--- src/rtl/pipe_pkg.sv ---
// Shared constants and occupancy decode for the pipeline skid latch.
package pipe_pkg;

  localparam int unsigned DEF_WIDTH   = 32;
  localparam int unsigned DEF_NUM_OPS = 2;
  localparam logic [31:0] NOP_ENC     = 32'h0000_0000;

  typedef enum logic [1:0] {
    OCC_EMPTY = 2'b00,
    OCC_HEAD  = 2'b01,
    OCC_FULL  = 2'b11,
    OCC_BAD   = 2'b10
  } occ_e;

  // Skid is only ever filled behind a valid head; OCC_BAD is unreachable.
  function automatic occ_e occ_of(input logic main_v, input logic skid_v);
    occ_e occ;
    if (!main_v && !skid_v)     occ = OCC_EMPTY;
    else if (main_v && !skid_v) occ = OCC_HEAD;
    else if (main_v && skid_v)  occ = OCC_FULL;
    else                        occ = OCC_BAD;
    return occ;
  endfunction

endpackage

--- src/rtl/pipe_skid_latch_if.sv ---
// Valid/ready handshake bundle on both sides of a pipeline latch.
interface pipe_skid_latch_if #(
  parameter int unsigned WIDTH   = 32,
  parameter int unsigned NUM_OPS = 2
);

  logic                     in_valid;
  logic                     in_ready;
  logic [NUM_OPS*WIDTH-1:0] op_in;
  logic [WIDTH-1:0]         ir_in;
  logic                     out_valid;
  logic                     out_ready;
  logic [NUM_OPS*WIDTH-1:0] op_out;
  logic [WIDTH-1:0]         ir_out;

  modport master (
    output in_valid, op_in, ir_in, out_ready,
    input  in_ready, out_valid, op_out, ir_out
  );

  modport slave (
    input  in_valid, op_in, ir_in, out_ready,
    output in_ready, out_valid, op_out, ir_out
  );

endinterface

--- src/rtl/pipe_entry.sv ---
// One payload register set (valid, operands, IR) with load and clear-to-bubble.
module pipe_entry
  import pipe_pkg::*;
#(
  parameter int unsigned      WIDTH   = DEF_WIDTH,
  parameter int unsigned      NUM_OPS = DEF_NUM_OPS,
  parameter logic [WIDTH-1:0] NOP_IR  = WIDTH'(NOP_ENC)
) (
  input  logic                     clk,
  input  logic                     reset,
  input  logic                     load,
  input  logic                     clear,
  input  logic [NUM_OPS*WIDTH-1:0] op_d,
  input  logic [WIDTH-1:0]         ir_d,
  output logic                     valid_q,
  output logic [NUM_OPS*WIDTH-1:0] op_q,
  output logic [WIDTH-1:0]         ir_q
);

  always_ff @(posedge clk or posedge reset) begin
    if (reset) begin
      valid_q <= 1'b0;
      op_q    <= '0;
      ir_q    <= NOP_IR;
    end else if (clear) begin
      valid_q <= 1'b0;
      op_q    <= '0;
      ir_q    <= NOP_IR;
    end else if (load) begin
      valid_q <= 1'b1;
      op_q    <= op_d;
      ir_q    <= ir_d;
    end
  end

endmodule

--- src/rtl/pipe_skid_latch.sv ---
// Inter-stage pipeline latch: valid/ready handshake, 2-entry skid, flush, stall counter.
module pipe_skid_latch
  import pipe_pkg::*;
#(
  parameter int unsigned      WIDTH   = DEF_WIDTH,
  parameter int unsigned      NUM_OPS = DEF_NUM_OPS,
  parameter logic [WIDTH-1:0] NOP_IR  = WIDTH'(NOP_ENC),
  parameter int unsigned      CNT_W   = 16
) (
  input  logic              clk,
  input  logic              reset,
  input  logic              flush,
  pipe_skid_latch_if.slave  bus,
  output logic [CNT_W-1:0]  stall_cnt
);

  logic                     main_v, skid_v;
  logic [NUM_OPS*WIDTH-1:0] main_op, skid_op, main_op_d;
  logic [WIDTH-1:0]         main_ir, skid_ir, main_ir_d;
  logic                     main_ld, main_clr, main_from_skid;
  logic                     skid_ld, skid_clr;
  logic                     acc, drn;
  occ_e                     occ;

  // in_ready comes straight from the skid flop, so out_ready never reaches upstream.
  assign bus.in_ready  = ~skid_v;
  assign bus.out_valid = main_v;
  assign bus.op_out    = main_v ? main_op : '0;
  assign bus.ir_out    = main_v ? main_ir : NOP_IR;

  assign acc = bus.in_valid & ~skid_v;
  assign drn = main_v & bus.out_ready;
  assign occ = occ_of(main_v, skid_v);

  always_comb begin
    main_ld        = 1'b0;
    main_clr       = 1'b0;
    main_from_skid = 1'b0;
    skid_ld        = 1'b0;
    skid_clr       = 1'b0;
    if (flush) begin
      main_clr = 1'b1;
      skid_clr = 1'b1;
    end else begin
      case (occ)
        OCC_EMPTY: main_ld = acc;
        OCC_HEAD: begin
          if (drn) begin
            main_ld  = acc;
            main_clr = ~acc;
          end else begin
            skid_ld = acc;
          end
        end
        OCC_FULL: begin
          if (drn) begin
            main_ld        = 1'b1;
            main_from_skid = 1'b1;
            skid_clr       = 1'b1;
          end
        end
        default: begin
          main_clr = 1'b1;
          skid_clr = 1'b1;
        end
      endcase
    end
  end

  assign main_op_d = main_from_skid ? skid_op : bus.op_in;
  assign main_ir_d = main_from_skid ? skid_ir : bus.ir_in;

  pipe_entry #(
    .WIDTH   (WIDTH),
    .NUM_OPS (NUM_OPS),
    .NOP_IR  (NOP_IR)
  ) u_main (
    .clk     (clk),
    .reset   (reset),
    .load    (main_ld),
    .clear   (main_clr),
    .op_d    (main_op_d),
    .ir_d    (main_ir_d),
    .valid_q (main_v),
    .op_q    (main_op),
    .ir_q    (main_ir)
  );

  pipe_entry #(
    .WIDTH   (WIDTH),
    .NUM_OPS (NUM_OPS),
    .NOP_IR  (NOP_IR)
  ) u_skid (
    .clk     (clk),
    .reset   (reset),
    .load    (skid_ld),
    .clear   (skid_clr),
    .op_d    (bus.op_in),
    .ir_d    (bus.ir_in),
    .valid_q (skid_v),
    .op_q    (skid_op),
    .ir_q    (skid_ir)
  );

  // Flush does not touch the counter; only reset clears it.
  always_ff @(posedge clk or posedge reset) begin
    if (reset) begin
      stall_cnt <= '0;
    end else if (main_v && !bus.out_ready && (stall_cnt != '1)) begin
      stall_cnt <= stall_cnt + 1'b1;
    end
  end

endmodule

--- src/flat_wrapper.sv ---
// flat-port wrapper written by rule: the top's interface ports become plain ports
module pipe_skid_latch_flat import pipe_pkg::*;
#(
  parameter int unsigned      WIDTH   = DEF_WIDTH,
  parameter int unsigned      NUM_OPS = DEF_NUM_OPS,
  parameter logic [WIDTH-1:0] NOP_IR  = WIDTH'(NOP_ENC),
  parameter int unsigned      CNT_W   = 16
)
  (clk, reset, flush, stall_cnt, bus_in_valid, bus_op_in, bus_ir_in, bus_out_ready, bus_in_ready, bus_out_valid, bus_op_out, bus_ir_out);
  pipe_skid_latch_if #(.WIDTH(WIDTH), .NUM_OPS(NUM_OPS)) bus_i ();
  input  logic clk;
  input  logic reset;
  input  logic flush;
  output logic [CNT_W-1:0] stall_cnt;
  input wire logic [$bits(bus_i.in_valid)-1:0] bus_in_valid;
  input wire logic [$bits(bus_i.op_in)-1:0] bus_op_in;
  input wire logic [$bits(bus_i.ir_in)-1:0] bus_ir_in;
  input wire logic [$bits(bus_i.out_ready)-1:0] bus_out_ready;
  output wire logic [$bits(bus_i.in_ready)-1:0] bus_in_ready;
  output wire logic [$bits(bus_i.out_valid)-1:0] bus_out_valid;
  output wire logic [$bits(bus_i.op_out)-1:0] bus_op_out;
  output wire logic [$bits(bus_i.ir_out)-1:0] bus_ir_out;
  assign bus_i.in_valid = bus_in_valid;
  assign bus_i.op_in = bus_op_in;
  assign bus_i.ir_in = bus_ir_in;
  assign bus_i.out_ready = bus_out_ready;
  assign bus_in_ready = bus_i.in_ready;
  assign bus_out_valid = bus_i.out_valid;
  assign bus_op_out = bus_i.op_out;
  assign bus_ir_out = bus_i.ir_out;
  pipe_skid_latch #(.WIDTH(WIDTH), .NUM_OPS(NUM_OPS), .NOP_IR(NOP_IR), .CNT_W(CNT_W)) u_core (.clk(clk), .reset(reset), .flush(flush), .bus(bus_i), .stall_cnt(stall_cnt));
endmodule
--- config.mk ---
export PLATFORM = sky130hd
export DESIGN_NAME = pipe_skid_latch_flat
export DESIGN_NICKNAME = d
export VERILOG_FILES = /design/src/rtl/pipe_pkg.sv /design/src/rtl/pipe_skid_latch_if.sv /design/src/rtl/pipe_entry.sv /design/src/rtl/pipe_skid_latch.sv /design/src/flat_wrapper.sv
export SDC_FILE = /design/constraint.sdc
export NUM_CORES = 1
export LEC_CHECK = 0
export ABC_AREA = 1
export CAP_MARGIN = 10
export CORE_MARGIN = 2
export CORE_UTILIZATION = 30
export DETAILED_ROUTE_END_ITERATION = 8
export HOLD_SLACK_MARGIN = 0.02
export MAX_ROUTING_LAYER = met4
export PLACE_DENSITY = 0.51
export SYNTH_ARGS = -nofsm -noshare
export SYNTH_HDL_FRONTEND = slang
export SYNTH_SLANG_ARGS = --single-unit
export TNS_END_PERCENT = 5
--- constraint.sdc ---
create_clock -name clk -period 8.6 [get_ports clk]
set_input_delay 1.72 -clock clk [delete_from_list [all_inputs] [get_ports clk]]
set_output_delay 1.72 -clock clk [all_outputs]
set_load 0.01 [all_outputs]
==> metrics, run 1 <==
Reg power frac 39.3%; core box area 0.03661 mm²; # resized after CTS 0; Max Root-Sink Buffers 3; DRT Pass-1 Iters 5; Layout area overhead 28.08%; Worst Clk Skew 0.007764 ns; input/output buffers 214; Synth cell types 23; Crit Path Max Fanout 53; RSZ-0062 raised after global routing false; FF/Latch Area 0.005259 mm²; Die Wd 197.0 µm; hold slack 0.4786 ns; commonest non-fill, non-tap cell in the layout nand2_1; CP arrival 5.38 ns; Antenna Violating Nets Remaining 0; CTS root buf clkbuf_16; Vias 10.81k; Layout Nets 1793; final hold vios 0; largest net degree at the start of global routing 194; CTS Buf Count 26; Post-Syn Area 0.01118 mm²; internal power 2.165 mW; Final min period 4.960 ns; actual slew at the worst max-slew pin 1.173 ns; drc violations 0; hold_buf cts 0; HPWL after DPL 21440 µm; CTS tree yes; Max Freq 0.2016 GHz; Rows 70; kind of end point of the critical path register; Final GP Congestion 0.7457; Hold Crit Class reg -> reg; Synth Register Bits 210; most frequent cells in the layout 657 x nand2_1, 296 x nand3_1, 214 x clkdlybuf4s50_1; initial antenna violation count 1; type of the worst setup path in -> reg; routed wire length 38140 µm; CP Launch Type input port; H-tree Lvls 1; Logic pwr share 30.1%; vias in the first global route 10.65k; clock latency on the worst-skew pair 0.53 ns; die height 197.0 µm; Vias/cell 4.978; final non-filler cell total 2171; Overflow after GRT 0; Final TNS setup 0 ns; Leak 7.801 nW; Worst R2R Path Depth 12; Setup Buffers After CTS 0; syn_nets 1662; placed cells 2125; die area 0.03881 mm²; GRT Total Usage 20.14%; Critical Path RT 9.02 ns; share of cells above drive strength 1 3.995%; Post-Synthesis Cells 1555; Hold Path Depth 2; fill cell count 3866; first-pass GRT wire length 60990 µm; Starting Density 30.53%; wire per inst 17.57 µm; Avg Cell Area, Syn 7.187 µm²; Boundary Pins 215; sequential share of the synthesized area 47.02%; final setup violation count 0; Clock Pin Slew Worst Setup and Hold Paths 0.06 ns; MaxCap Viol Count 0; status complete, no violations; worst relative slew slack 21.82%; initial drt markers 817; Pins Over Slew Limit 0; VDD IR-drop max 0.1674 mV; Synth Warn # 0; footprint of the multi-input gates 0.004925 mm²; pwr/cell area 242.5 mW/mm²; sw power 1.305 mW; Sink Count 210; fin crit share 57.67%; net switching fraction of the power 37.61%; clock share of power 30.5%
[worst max-delay path: stages]
cell and delay [ns]:
clkdlybuf4s50_1 0.53, nand2_2 0.09, nor2_4 0.08, buf_4 0.47
inv_2 0.11, nand2_1 0.13, clkinv_2 0.60, nand2_4 0.24
clkinv_2 0.56, buf_4 0.58, nand2_1 0.15, nand2_1 0.06
[cell usage after synthesis (all sizes together)]
cell / number / area, µm²
xor2: 1 / 8.760
clkbuf: 53 / 198.9
dfrtp: 210 / 5255
a21boi: 1 / 7.510
a21oi: 1 / 5.000
nand4: 101 / 631.9
o21ai: 6 / 41.29
nor2: 23 / 96.35
nand2: 662 / 2500
ha: 6 / 75.07
nand3: 296 / 1481
inv: 118 / 442.9
xnor2: 6 / 52.55
buf: 71 / 379.1
[layer usage]
metal	vias up	share of wire, %	GRT usage [%]
li1	5255	-	-
met1	5229	47	27.42
met2	273	47	31.80
met3	51	4.4	2.476
met4	0	2.2	5.430
met5	-	0	-
[power by group through the flow]
stage               Combinational [mW]  Sequential, mW  Clock (mW)
floorplan                        0.695            1.34           0
global placement                  1.04            1.38           0
detailed placement                1.05            1.38           0
CTS                               1.06            1.36        1.09
global route                      1.17            1.39        1.13
finish                            1.05            1.37        1.06
[flip-flops by register name (all words and copies together) (netlist names)]
name	count
u_core.u_skid.op_q	64
u_core.u_main.ir_q	32
u_core.stall_cnt	16
u_core.u_skid.ir_q	32
u_core.u_main.op_q	64
u_core.u_main.valid_q	1
u_core.u_skid.valid_q	1
[per-stage QoR]
step / utilization (%) / setup WS, ns / cell area (µm²) / power, mW
2_1_floorplan: - / 1.142 / 11180 / 2.033
5_1_grt: 39.10 / 3.378 / 14310 / 3.690
4_1_cts: 39.02 / 3.618 / 14280 / 3.507
3_5_place_dp: 36.79 / 3.056 / 13470 / 2.431
6_report: 39.10 / 3.640 / 14310 / 3.471
3_3_place_gp: 36.79 / 3.119 / 13470 / 2.420
[cells by family (layout without fill, tap and decap cells)]
logic type      Yosys count  after routing  synth area share, %
simple gates           1082           1082                42.14
buf+inv                 242            389                9.136
flops                   210            210                47.02
compound gates            8              8               0.4814
xor+xnor                  7              7               0.5486
fa+ha+maj                 6              6               0.6717
other cells               0              1                    0
[path summary, 6_finish.rpt]
path                                             from                     end  slack [ns]
worst min-delay path            u_core.u_skid.ir_q[3]   u_core.u_skid.ir_q[3]        0.48
worst min register to register  u_core.u_skid.ir_q[3]   u_core.u_skid.ir_q[3]        0.48
worst max-delay path                    bus_out_ready  u_core.u_skid.op_q[43]        3.64
worst max register to register  u_core.u_main.valid_q  u_core.u_skid.op_q[43]        4.70
min in group asynchronous                       reset     u_core.stall_cnt[3]        1.76
max in group asynchronous                       reset   u_core.u_main.valid_q        5.07
[area by class of cell]
cell class	count	share of cell area (%)
timing repair buffer	227	15.87
sequential	210	36.74
tap	468	4.091
inverter	118	3.182
clock buffer	40	5.551
antenna	1	0.01748
clock inverter	4	0.1399
multi-input combinational	1103	34.41
(Power assumes the default switching activity.)
==> run 2: changes to the inputs <==
==> constraint.sdc (replaced) <==
create_clock -name clk -period 5.1 [get_ports clk]
set_input_delay 1.02 -clock clk [delete_from_list [all_inputs] [get_ports clk]]
set_output_delay 1.02 -clock clk [all_outputs]
set_load 0.01 [all_outputs]
==> run 2 against run 1 <==
  * Register-to-register slack worse by 2.8 ns
  * Clock power rose by 83%
  * Non-clock buffer count increased by 4
  * Clock-buffer cell count is 6 lower
  * Power rose by 73%
  * Cell count about the same
  * Global-route usage is 0.52 points lower
  * Sequential share of layout area decreased by 0.36 points
  * First-iteration DRC count up 5.4%
  * Flip-flop and latch count stayed put
  * Critical path type is now reg -> out
  * Critical endpoint is now bus_ir_out[3]
==> metrics, run 2 (synthesis results as in run 1) <==
Die Wd 197.0 µm (unchanged); CTS Buf Count 26 (unchanged); vias in the first global route 10.55k (-0.95%); DRT Pass-1 Iters 5 (unchanged); Logic pwr share 28.8% (-1.3 points); Max Freq 0.2612 GHz; Clock Pin Slew Worst Setup and Hold Paths 0.06 ns (about the same); Sink Count 210 (unchanged); Final min period 3.828 ns; # resized after CTS 0 (unchanged); Setup Buffers After CTS 0 (unchanged); final instance area 0.01446 mm² (+0.99%); pwr/cell area 416.0 mW/mm² (+72%); Worst Clk Skew 0.02387 ns (+0.01611 ns); worst relative slew slack 21.39% (-0.43 points); clock latency on the worst-skew pair 0.54 ns (about the same); Layout area overhead 29.34%; Tot Pwr 6.013 mW (+73%); # diodes 0 (-1); hold_buf cts 0 (unchanged); status complete, no violations; Reg power frac 38.9% (-0.4 points); top flop regs u_core.u_main.op_q x64, u_core.u_skid.op_q x64; VDD IR-drop max 0.2904 mV (+73%); Vias/cell 4.965 (-0.26%); Crit Path Max Fanout 52 (-1.9%); Boundary Pins 215 (unchanged); Crit-path slowest cell dfrtp_4; CTS tree yes; GRT Total Usage 19.62% (-0.52 points); drc violations 0 (unchanged); H-tree Lvls 1 (unchanged); Rows 70 (unchanged); largest net degree at the start of global routing 102 (-47%); internal power 3.822 mW (+76%); type of the worst setup path reg -> out; first-pass GRT wire length 59440 µm (-2.5%); placed cell area 0.01357 mm² (+0.71%); kind of end point of the critical path output port; pre-CTS WS 1.505 ns (-1.550 ns); HPWL after DPL 21460 µm (about the same); core box area 0.03661 mm² (unchanged); Vias 10.79k (-0.17%); sw power 2.192 mW (+68%); Final TNS setup 0 ns (unchanged); Antenna Violating Nets Remaining 0 (unchanged); share of cells above drive strength 1 4.340% (+0.34 points); final setup violation count 0 (unchanged); Pins Over Slew Limit 0 (unchanged); CP Launch Type register; input/output buffers 214 (unchanged); Final WS setup 1.272 ns (-2.368 ns); worst-path cell chain buf_4, nand2_1, inv_1, clkdlybuf4s50_1; CP arrival 2.81 ns (-2.57 ns); Worst R2R Path Depth 7 (-5); Max Root-Sink Buffers 3 (unchanged); most frequent cells in the layout 657 x nand2_1, 296 x nand3_1, 214 x clkdlybuf4s50_1; die area 0.03881 mm² (unchanged); RSZ-0062 raised after global routing false; commonest non-fill, non-tap cell in the layout nand2_1; Overflow after GRT 0 (unchanged); Hold Path Depth 2 (unchanged); Leak 7.863 nW (+0.79%); fin crit share 75.05%; initial drt markers 861 (+5.4%); CP max stage delay 0.83 ns (+0.23 ns); Critical Path RT 4.08 ns (-4.94 ns); actual slew at the worst max-slew pin 1.179 ns (+0.006425 ns); Layout Nets 1797 (+0.22%); Starting Density 30.53% (unchanged); die height 197.0 µm (unchanged); final hold vios 0 (unchanged); CTS root buf clkbuf_16; wire per inst 17.06 µm (-2.9%); Hold Crit Class reg -> reg; net switching fraction of the power 36.45% (-1.2 points); clock share of power 32.3% (+1.8 points); routed wire length 37080 µm (-2.8%); initial antenna violation count 0 (-1); reg2reg setup slack 1.87 ns (-2.83 ns); Final GP Congestion 0.7858 (+5.4%); MaxCap Viol Count 0 (unchanged)
run 2: critical path: cells and delay by family, from the launching register on:
family / cells / cell delay (ns)
buf+inv: 3 / 1.24
flops: 1 / 0.83
simple gates: 1 / 0.19
run 2: power groups by stage:
stage	combinational [mW]	sequential, mW	clock, mW
3_5_place_dp	1.76	2.36	0
3_3_place_gp	1.75	2.36	0
6_report	1.73	2.34	1.94
4_1_cts	1.76	2.34	2.00
2_1_floorplan	1.17	2.26	0
5_1_grt	1.94	2.40	2.07
run 2: area by class of cell:
type	count	area [µm²]
clock buffer	34	742.0
clock inverter	9	147.6
fill	3857	22160
inverter	118	451.7
multi-input combinational	1103	4925
sequential	210	5259
tap	468	585.6
timing repair buffer	231	2345
run 2: routing by layer:
| metal | GRT usage, % | part of all wire, % | vias to the layer above |
|---|---|---|---|
| li1 | - | - | 5250 |
| met1 | 26.92 | 46 | 5196 |
| met2 | 31.15 | 47 | 307 |
| met3 | 2.493 | 5.4 | 37 |
| met4 | 4.288 | 1.6 | 0 |
| met5 | - | 0 | - |
run 2: final timing paths:
| path | startpoint | endpoint |
|---|---|---|
| hold reg to reg | u_core.u_skid.op_q[48] | u_core.u_skid.op_q[48] |
| setup / recovery | u_core.u_main.valid_q | bus_ir_out[3] |
| hold / removal | u_core.u_skid.op_q[48] | u_core.u_skid.op_q[48] |
| min in group asynchronous | reset | u_core.u_main.op_q[7] |
| setup reg to reg | u_core.u_main.valid_q | u_core.u_main.op_q[47] |
| max in group asynchronous | reset | u_core.u_main.valid_q |
run 2: stage by stage:
step	hold slack, ns	util (%)	instances
2_1_floorplan	0.4497	-	1555
3_3_place_gp	0.4616	37.05	2130
3_5_place_dp	0.4653	37.05	2130
4_1_cts	0.4812	39.48	2173
5_1_grt	0.4923	39.48	2173
6_report	0.4779	39.48	2173
